File: src/rtl/dmem_pkg.sv
// Shared encodings and lane helpers for the byte-addressed data memory.
package dmem_pkg;

    localparam logic [1:0] SZ_BYTE = 2'b00;
    localparam logic [1:0] SZ_HALF = 2'b01;
    localparam logic [1:0] SZ_WORD = 2'b10;
    localparam logic [1:0] SZ_RSVD = 2'b11;

    typedef enum logic {
        ST_CLEAR,
        ST_IDLE
    } state_t;

    // Bit k enables byte offset k (offset 0 is the most significant byte).
    function automatic logic [3:0] lane_enables(input logic [1:0] size, input logic [1:0] off);
        logic [3:0] be;
        case (size)
            SZ_BYTE: be = 4'b0001 << off;
            SZ_HALF: be = off[1] ? 4'b1100 : 4'b0011;
            SZ_WORD: be = 4'b1111;
            default: be = 4'b0000;
        endcase
        return be;
    endfunction

    function automatic logic misaligned(input logic [1:0] size, input logic [1:0] off);
        logic bad;
        case (size)
            SZ_HALF: bad = off[0];
            SZ_WORD: bad = (off != 2'b00);
            default: bad = 1'b0;
        endcase
        return bad;
    endfunction

endpackage

File: src/rtl/dmem_lane_align.sv
// Big-endian lane steering: extracts and extends load data from a stored word,
// and replicates right-justified store data onto every lane it may land in.
module dmem_lane_align
    import dmem_pkg::*;
(
    input  logic [31:0] word_i,
    input  logic [1:0]  size_i,
    input  logic [1:0]  off_i,
    input  logic        uns_i,
    input  logic [31:0] st_data_i,
    output logic [31:0] ld_data_o,
    output logic [31:0] st_word_o
);

    logic [7:0]  byte_sel;
    logic [15:0] half_sel;

    // Select the addressed lane(s), then right-justify with sign or zero fill.
    always_comb begin
        case (off_i)
            2'd0:    byte_sel = word_i[31:24];
            2'd1:    byte_sel = word_i[23:16];
            2'd2:    byte_sel = word_i[15:8];
            default: byte_sel = word_i[7:0];
        endcase
        half_sel = off_i[1] ? word_i[15:0] : word_i[31:16];
        case (size_i)
            SZ_BYTE: ld_data_o = {{24{~uns_i & byte_sel[7]}}, byte_sel};
            SZ_HALF: ld_data_o = {{16{~uns_i & half_sel[15]}}, half_sel};
            default: ld_data_o = word_i;
        endcase
    end

    // Replication puts the store data on every candidate lane; byte enables pick the real one.
    always_comb begin
        case (size_i)
            SZ_BYTE: st_word_o = {4{st_data_i[7:0]}};
            SZ_HALF: st_word_o = {2{st_data_i[15:0]}};
            default: st_word_o = st_data_i;
        endcase
    end

endmodule

File: src/rtl/byte_data_mem.sv
// Byte-addressed data memory with valid/ready requests, one-cycle registered
// responses, error reporting and an optional post-reset zero-clear sweep.
module byte_data_mem
    import dmem_pkg::*;
#(
    parameter int ADDR_W         = 32,
    parameter int DEPTH_WORDS    = 64,
    parameter int CLEAR_ON_RESET = 1
) (
    input  logic              clk,
    input  logic              rst,
    input  logic              req_valid,
    output logic              req_ready,
    input  logic              req_write,
    input  logic [1:0]        req_size,
    input  logic              req_unsigned,
    input  logic [ADDR_W-1:0] req_addr,
    input  logic [31:0]       req_wdata,
    output logic              rsp_valid,
    output logic [31:0]       rsp_rdata,
    output logic              rsp_err
);

    localparam int IDX_W = $clog2(DEPTH_WORDS);

    logic [31:0]      mem_q [DEPTH_WORDS];
    state_t           state_q, state_d;
    logic [IDX_W-1:0] clr_idx_q, clr_idx_d;
    logic             ready_q;
    logic             rsp_valid_q, rsp_err_q;
    logic [31:0]      rsp_rdata_q;

    logic             accept, req_err, out_of_range, store_ok, clr_active;
    logic [1:0]       off;
    logic [IDX_W-1:0] word_idx, wr_idx;
    logic [3:0]       lane_be, wr_en;
    logic [31:0]      rd_word, ld_data, st_word, wr_word;

    assign accept       = req_valid & ready_q;
    assign off          = req_addr[1:0];
    assign word_idx     = req_addr[IDX_W+1:2];
    // Any address bit above the array's byte range makes the request illegal rather than aliasing.
    assign out_of_range = |req_addr[ADDR_W-1:IDX_W+2];
    assign req_err      = (req_size == SZ_RSVD) | misaligned(req_size, off) | out_of_range;
    assign store_ok     = accept & req_write & ~req_err;
    assign clr_active   = (state_q == ST_CLEAR);
    assign lane_be      = lane_enables(req_size, off);
    assign rd_word      = mem_q[word_idx];
    assign wr_idx       = clr_active ? clr_idx_q : word_idx;
    assign wr_word      = clr_active ? 32'h0 : st_word;

    dmem_lane_align u_align (
        .word_i    (rd_word),
        .size_i    (req_size),
        .off_i     (off),
        .uns_i     (req_unsigned),
        .st_data_i (req_wdata),
        .ld_data_o (ld_data),
        .st_word_o (st_word)
    );

    for (genvar gi = 0; gi < 4; gi++) begin : g_lane_we
        assign wr_en[gi] = clr_active | (store_ok & lane_be[gi]);
    end

    // Next-state logic: sweep every word once, then serve requests.
    always_comb begin
        state_d   = state_q;
        clr_idx_d = clr_idx_q;
        if (state_q == ST_CLEAR) begin
            clr_idx_d = clr_idx_q + 1'b1;
            if (clr_idx_q == IDX_W'(DEPTH_WORDS - 1)) begin
                state_d = ST_IDLE;
            end
        end
    end

    // State, clear counter and registered ready.
    always_ff @(posedge clk) begin
        if (rst) begin
            state_q   <= (CLEAR_ON_RESET != 0) ? ST_CLEAR : ST_IDLE;
            clr_idx_q <= '0;
            ready_q   <= 1'b0;
        end else begin
            state_q   <= state_d;
            clr_idx_q <= clr_idx_d;
            ready_q   <= (state_d == ST_IDLE);
        end
    end

    // Byte-lane writes from either the clear sweep or an accepted legal store.
    always_ff @(posedge clk) begin
        if (!rst) begin
            for (int k = 0; k < 4; k++) begin
                if (wr_en[k]) begin
                    mem_q[wr_idx][31-8*k -: 8] <= wr_word[31-8*k -: 8];
                end
            end
        end
    end

    // One response per accept, issued the following cycle; reset drops anything in flight.
    always_ff @(posedge clk) begin
        if (rst) begin
            rsp_valid_q <= 1'b0;
            rsp_err_q   <= 1'b0;
            rsp_rdata_q <= '0;
        end else begin
            rsp_valid_q <= accept;
            rsp_err_q   <= accept & req_err;
            rsp_rdata_q <= (accept & ~req_write & ~req_err) ? ld_data : 32'h0;
        end
    end

    assign req_ready = ready_q;
    assign rsp_valid = rsp_valid_q;
    assign rsp_rdata = rsp_rdata_q;
    assign rsp_err   = rsp_err_q;

endmodule

File: config.mk
export PLATFORM = sky130hd
export DESIGN_NAME = byte_data_mem
export DESIGN_NICKNAME = d
export VERILOG_FILES = /design/src/rtl/dmem_pkg.sv /design/src/rtl/dmem_lane_align.sv /design/src/rtl/byte_data_mem.sv
export SDC_FILE = /design/constraint.sdc
export NUM_CORES = 2
export LEC_CHECK = 0
export CAP_MARGIN = 20
export CORE_ASPECT_RATIO = 1.4
export CORE_MARGIN = 2
export CORE_UTILIZATION = 35
export DETAILED_ROUTE_END_ITERATION = 7
export HOLD_SLACK_MARGIN = 0.12
export PLACE_DENSITY = 0.54
export SYNTH_ARGS = -nofsm -noshare
export SYNTH_HDL_FRONTEND = slang
export SYNTH_HIERARCHICAL = 1
export SYNTH_SLANG_ARGS = --single-unit
File: constraint.sdc
create_clock -name clk -period 3.5 [get_ports clk]
set_input_delay 0.875 -clock clk [delete_from_list [all_inputs] [get_ports clk]]
set_output_delay 0.875 -clock clk [all_outputs]
set_load 0.02 [all_outputs]
==> metrics.log <==
INFO  metric final_critical_path_setup_slack = 0.171 ns
INFO  metric drc_violation_count_after_routing = 0
INFO  metric synth_async_sr_flop_share = 0%
INFO  metric critPathLaunch = req_addr[2]
INFO  metric place.detailed.hpwl = ~190000 um
INFO  metric critical-path-top-delay-family = multiplexers
INFO  metric clkPwrFrac = 41.4%
INFO  metric antenna_found_initial = 15
INFO  metric cp_num_buf_inv = 4
INFO  metric floorplan.io_pins = 106
INFO  metric worstReg2RegEnd = rsp_rdata[26]$_SDFF_PP0_
INFO  metric detailedPlace.worstSlack = -0.612 ns
INFO  metric slowest_stage = mux4_2
INFO  metric grt_first_pass_wirelength = around 360000 um
INFO  metric post_synth_inst_count = between 4k and 5k
INFO  metric worst_path_most_repeated_cell = buf_4
INFO  metric cts.root.buffer_cell = clkbuf_16
INFO  metric post-cts-setup-buffer-count = 0
INFO  metric port-buffer-count = 105
INFO  metric fp.dieW = 413 um
INFO  metric clk_transition_reported_paths = 0.06 ns
INFO  metric p_switching = 10.9 mW
INFO  metric detail_route.first_pass.iterations = 6
INFO  metric min-delay-path-class = flip-flop to flip-flop
INFO  metric num_vias = roughly 45k
INFO  metric cts-hold-fix-buffers = 0
INFO  metric drt-vias-per-instance = about 5.5
INFO  metric drt_iter0_markers = 4818
INFO  metric die-height = 576 um
INFO  metric critical_path.max_fanout = 19
INFO  metric num-nets-final = between 5k and 6k
INFO  metric worstSetupPathDepth = 13
INFO  metric timing.rr.start = mem_q[48][15]$_DFFE_PP_
INFO  metric drtAntennaViolNets = 0
INFO  metric synth.distinct_cells = 61
INFO  metric floorplan.initialDensity = 35.1%
INFO  metric yosys_most_used_dff = edfxtp_1
INFO  metric detail_route.wl_per_cell = 31.7 um
INFO  metric leakage = 35.6 nW
INFO  metric placed_area = ~94000 um^2
INFO  metric drive_above_1_share = 33.9%
INFO  metric synth-edff-count = 2048
INFO  metric run_status = finished, final reports clean
INFO  metric clock_latency = roughly 0.85 ns
INFO  metric seq_area_frac_synth = around three quarters
INFO  metric gpl.final_weighted_congestion = 0.954
INFO  metric setup.worst_path.end = rsp_rdata[26]$_SDFF_PP0_
INFO  metric setup_viol = 0
INFO  metric routed.top_layer = met5
INFO  metric slew_headroom = 39.3%
INFO  metric number_of_warnings_reported_in_the_yosys_synthesis_log = 6
INFO  metric cap_violations = 0
INFO  metric pin_count_of_the_biggest_net_entering_global_routing = 65
INFO  metric holdWs = roughly 0.58 ns
INFO  metric ctsResizeCount = 0
INFO  metric ir_worst_vdd = between 0.0003 and 0.0004 V
INFO  metric number_of_storage_elements_in_the_synthesis_netlist = 2089
INFO  metric ff2ff_setup_slack = 0.43 ns
INFO  metric crit_arrival = approximately 4.1 ns
INFO  metric cts-buffers-inserted = 194
INFO  metric synth_area_per_cell = approximately 20 um^2
INFO  metric cp.required = 4.23 ns
INFO  metric rows = between 200 and 250
INFO  metric gr-total-overflow = 0
INFO  metric cts_buffer_depth = 4
INFO  metric finalWirelength = 261000 um
INFO  metric synth_fp_nets = 4126
INFO  metric clock_sink_count = about 2.1k
INFO  metric wirelength_met1 = 99900 um
INFO  metric clock_tree.htree_level_count = 4
INFO  metric worst_setup_path_start_kind = input port
INFO  metric max_slew.worst_pin.slew = between 0.9 and 1 ns
INFO  metric layout_min_cycle_time = 3.33 ns
INFO  metric cellPowerDensity = 513 nW/um^2
INFO  metric cp-end-kind = flip-flop
INFO  metric power_frac_seq = a little over half
INFO  metric worst_path_largest_cell_delay = 0.57 ns
INFO  metric critical_path_cell_by_cell = buf_8 -> buf_12 -> mux4_2 -> a22oi_1 -> nand4_1 -> buf_4 -> and3_1 -> buf_4 -> mux2_2 -> nand3_1 -> o41a_4 -> nand2_1 -> and2_1
INFO  metric final_area = about 100000 um^2
INFO  metric grt_pass1_vias = 45.2k
INFO  metric finalMaxSlewViolations = 0
INFO  metric max_clk_rate = 0.300 GHz
INFO  metric fp.coreArea = 233000 um^2
INFO  metric layout_worst_path_cycle_share = 95.1%
INFO  metric rsz0062_at_grt = no
INFO  metric swShare = 21.2%
INFO  metric cellInternalPower = 40.5 mW
INFO  metric met2RoutedLength = approximately 130000 um
INFO  metric filler_cell_count = 20.4k
INFO  metric final-hold-violation-count = 0
INFO  metric cts_tree = yes
INFO  metric mappedNetlistArea = 81900 um^2
INFO  metric setup-tns-final = 0 ns
INFO  metric comb_power_share = 5.8%
INFO  metric timing.hold.worst.start = clr_idx_q[2]$_SDFFE_PP0N_
INFO  metric fp.dieArea = 238000 um^2
INFO  metric grt_usage = 21.7%
INFO  metric met3WireLength = 17300 um
INFO  metric skew = 0.0384 ns
INFO  metric r2r_cells = 11
INFO  metric areaGrowthSynthToFinish = 22.3%
INFO  metric worstSetupPathType = input port to flip-flop
-- state kept, by name, summed over array words and instances (netlist names) --
signal,count
rsp_rdata,32
req_ready,1
clr_idx_q,6
rsp_valid,1
rsp_err,1
mem_q,2048
-- how the worst min path moves through the flow --
stage	slack (ns)	depth (start not counted)	end
floorplan	0.52	2	clr_idx_q[2]$_SDFFE_PP0N_
global placement	0.56	2	clr_idx_q[2]$_SDFFE_PP0N_
detailed placement	0.57	2	clr_idx_q[2]$_SDFFE_PP0N_
CTS	0.58	2	clr_idx_q[2]$_SDFFE_PP0N_
global route	0.63	2	req_ready$_SDFF_PP0_
finish	0.58	2	clr_idx_q[2]$_SDFFE_PP0N_
-- per-stage QoR --
stage	std cells	utilization, %	power [mW]
finish	8233	42.9	51.4
detailed placement	7879	40.2	30.7
floorplan	4050	-	29.1
CTS	8227	42.9	51.8
global placement	7879	40.2	30.7
global route	8230	42.9	52.7
-- layout by cell type, fill, tap and decap left out, drive strengths merged, types with 25 or more instances in the layout --
cell / netlist / layout
edfxtp: 2048 / 2048
buf: 171 / 910
mux4: 480 / 480
nor2: 300 / 300
clkbuf: 80 / 249
nand2: 179 / 179
mux2i: 100 / 100
clkdlybuf4s50: 0 / 98
and2: 75 / 75
clkinv: 1 / 68
o22ai: 65 / 65
nand3: 65 / 65
a22oi: 60 / 60
o221ai: 54 / 54
nand4: 53 / 53
dfxtp: 41 / 41
a211oi: 31 / 31
and3: 29 / 29
o21ai: 28 / 28
nor2b: 28 / 28
mux2: 25 / 25
-- cells in the mapped netlist, drive strengths merged (3+ instances only) --
library cell	count	share of area [%]
a2111oi	3	0.040
a211o	5	0.053
a211oi	31	0.28
a21boi	4	0.037
a21oi	9	0.055
a221o	15	0.18
a221oi	5	0.053
a22o	9	0.096
a22oi	60	0.55
a31oi	4	0.031
and2	75	0.57
and3	29	0.22
and4	4	0.043
buf	171	1.3
clkbuf	80	0.37
dfxtp	41	1.0
edfxtp	2048	75
ha	5	0.076
inv	6	0.027
mux2	25	0.34
mux2i	100	1.2
mux4	480	13
nand2	179	0.82
nand2b	10	0.076
nand3	65	0.40
nand4	53	0.40
nor2	300	1.4
nor2b	28	0.21
nor3	6	0.037
nor3b	6	0.079
nor4	8	0.079
o211ai	11	0.10
o21ai	28	0.17
o21bai	4	0.037
o221ai	54	0.58
o22ai	65	0.50
or2	6	0.046
xor2	3	0.032
-- metal layers --
layer,global-route usage (%),vias to the layer above
met1,27.8,24004
met4,11.5,8
met2,36.0,1906
met5,0,-
met3,2.99,471
li1,-,18602
-- worst reg2reg max path, delay by kind of cell, from the launching register on --
| kind | cells | cell delay [ns] |
|---|---|---|
| buffers and inverters | 2 | 0.34 |
| AOI/OAI and AO/OA | 2 | 0.73 |
| and+or+nand+nor | 5 | 0.75 |
| muxes | 2 | 0.76 |
| DFF | 1 | 0.37 |
-- cell families (layout without fill, tap and decap cells) --
kind of cell | Yosys count | count (layout) | share of synthesized area, %
AND/OR/NAND/NOR | 777 | 777 | 4.45
other | 0 | 4 | 0
buffers and inverters | 258 | 1363 | 1.72
AO/OA/AOI/OAI | 311 | 311 | 2.82
multiplexers | 605 | 605 | 14.8
XOR/XNOR | 5 | 5 | 0.0535
adder cells (fa/ha/maj) | 5 | 5 | 0.0764
flip-flops | 2089 | 2089 | 76.1
-- area by class of cell --
| class | count | area (um^2) | share of cell area (%) |
|---|---|---|---|
| sequential | 2089 | 62300 | 62.2 |
| multi-input combinational | 1703 | 18300 | 18.3 |
| timing repair buffer | 1008 | 9390 | 9.38 |
| clock buffer | 249 | 5280 | 5.27 |
| tap | 3074 | 3850 | 3.84 |
| clock inverter | 99 | 995 | 0.993 |
| inverter | 7 | 26.3 | 0.0262 |
| antenna | 4 | 10.0 | 0.00999 |
-- power groups by stage --
stage,combinational [mW],sequential (mW),clock (mW)
after floorplan,1.41,27.7,0
after global routing,3.08,27.1,22.5
after CTS,2.99,27.1,21.7
final,2.98,27.1,21.3
after global placement,2.98,27.7,0
after detailed placement,2.98,27.7,0
Note: power is estimated with default switching activity, not from simulation.
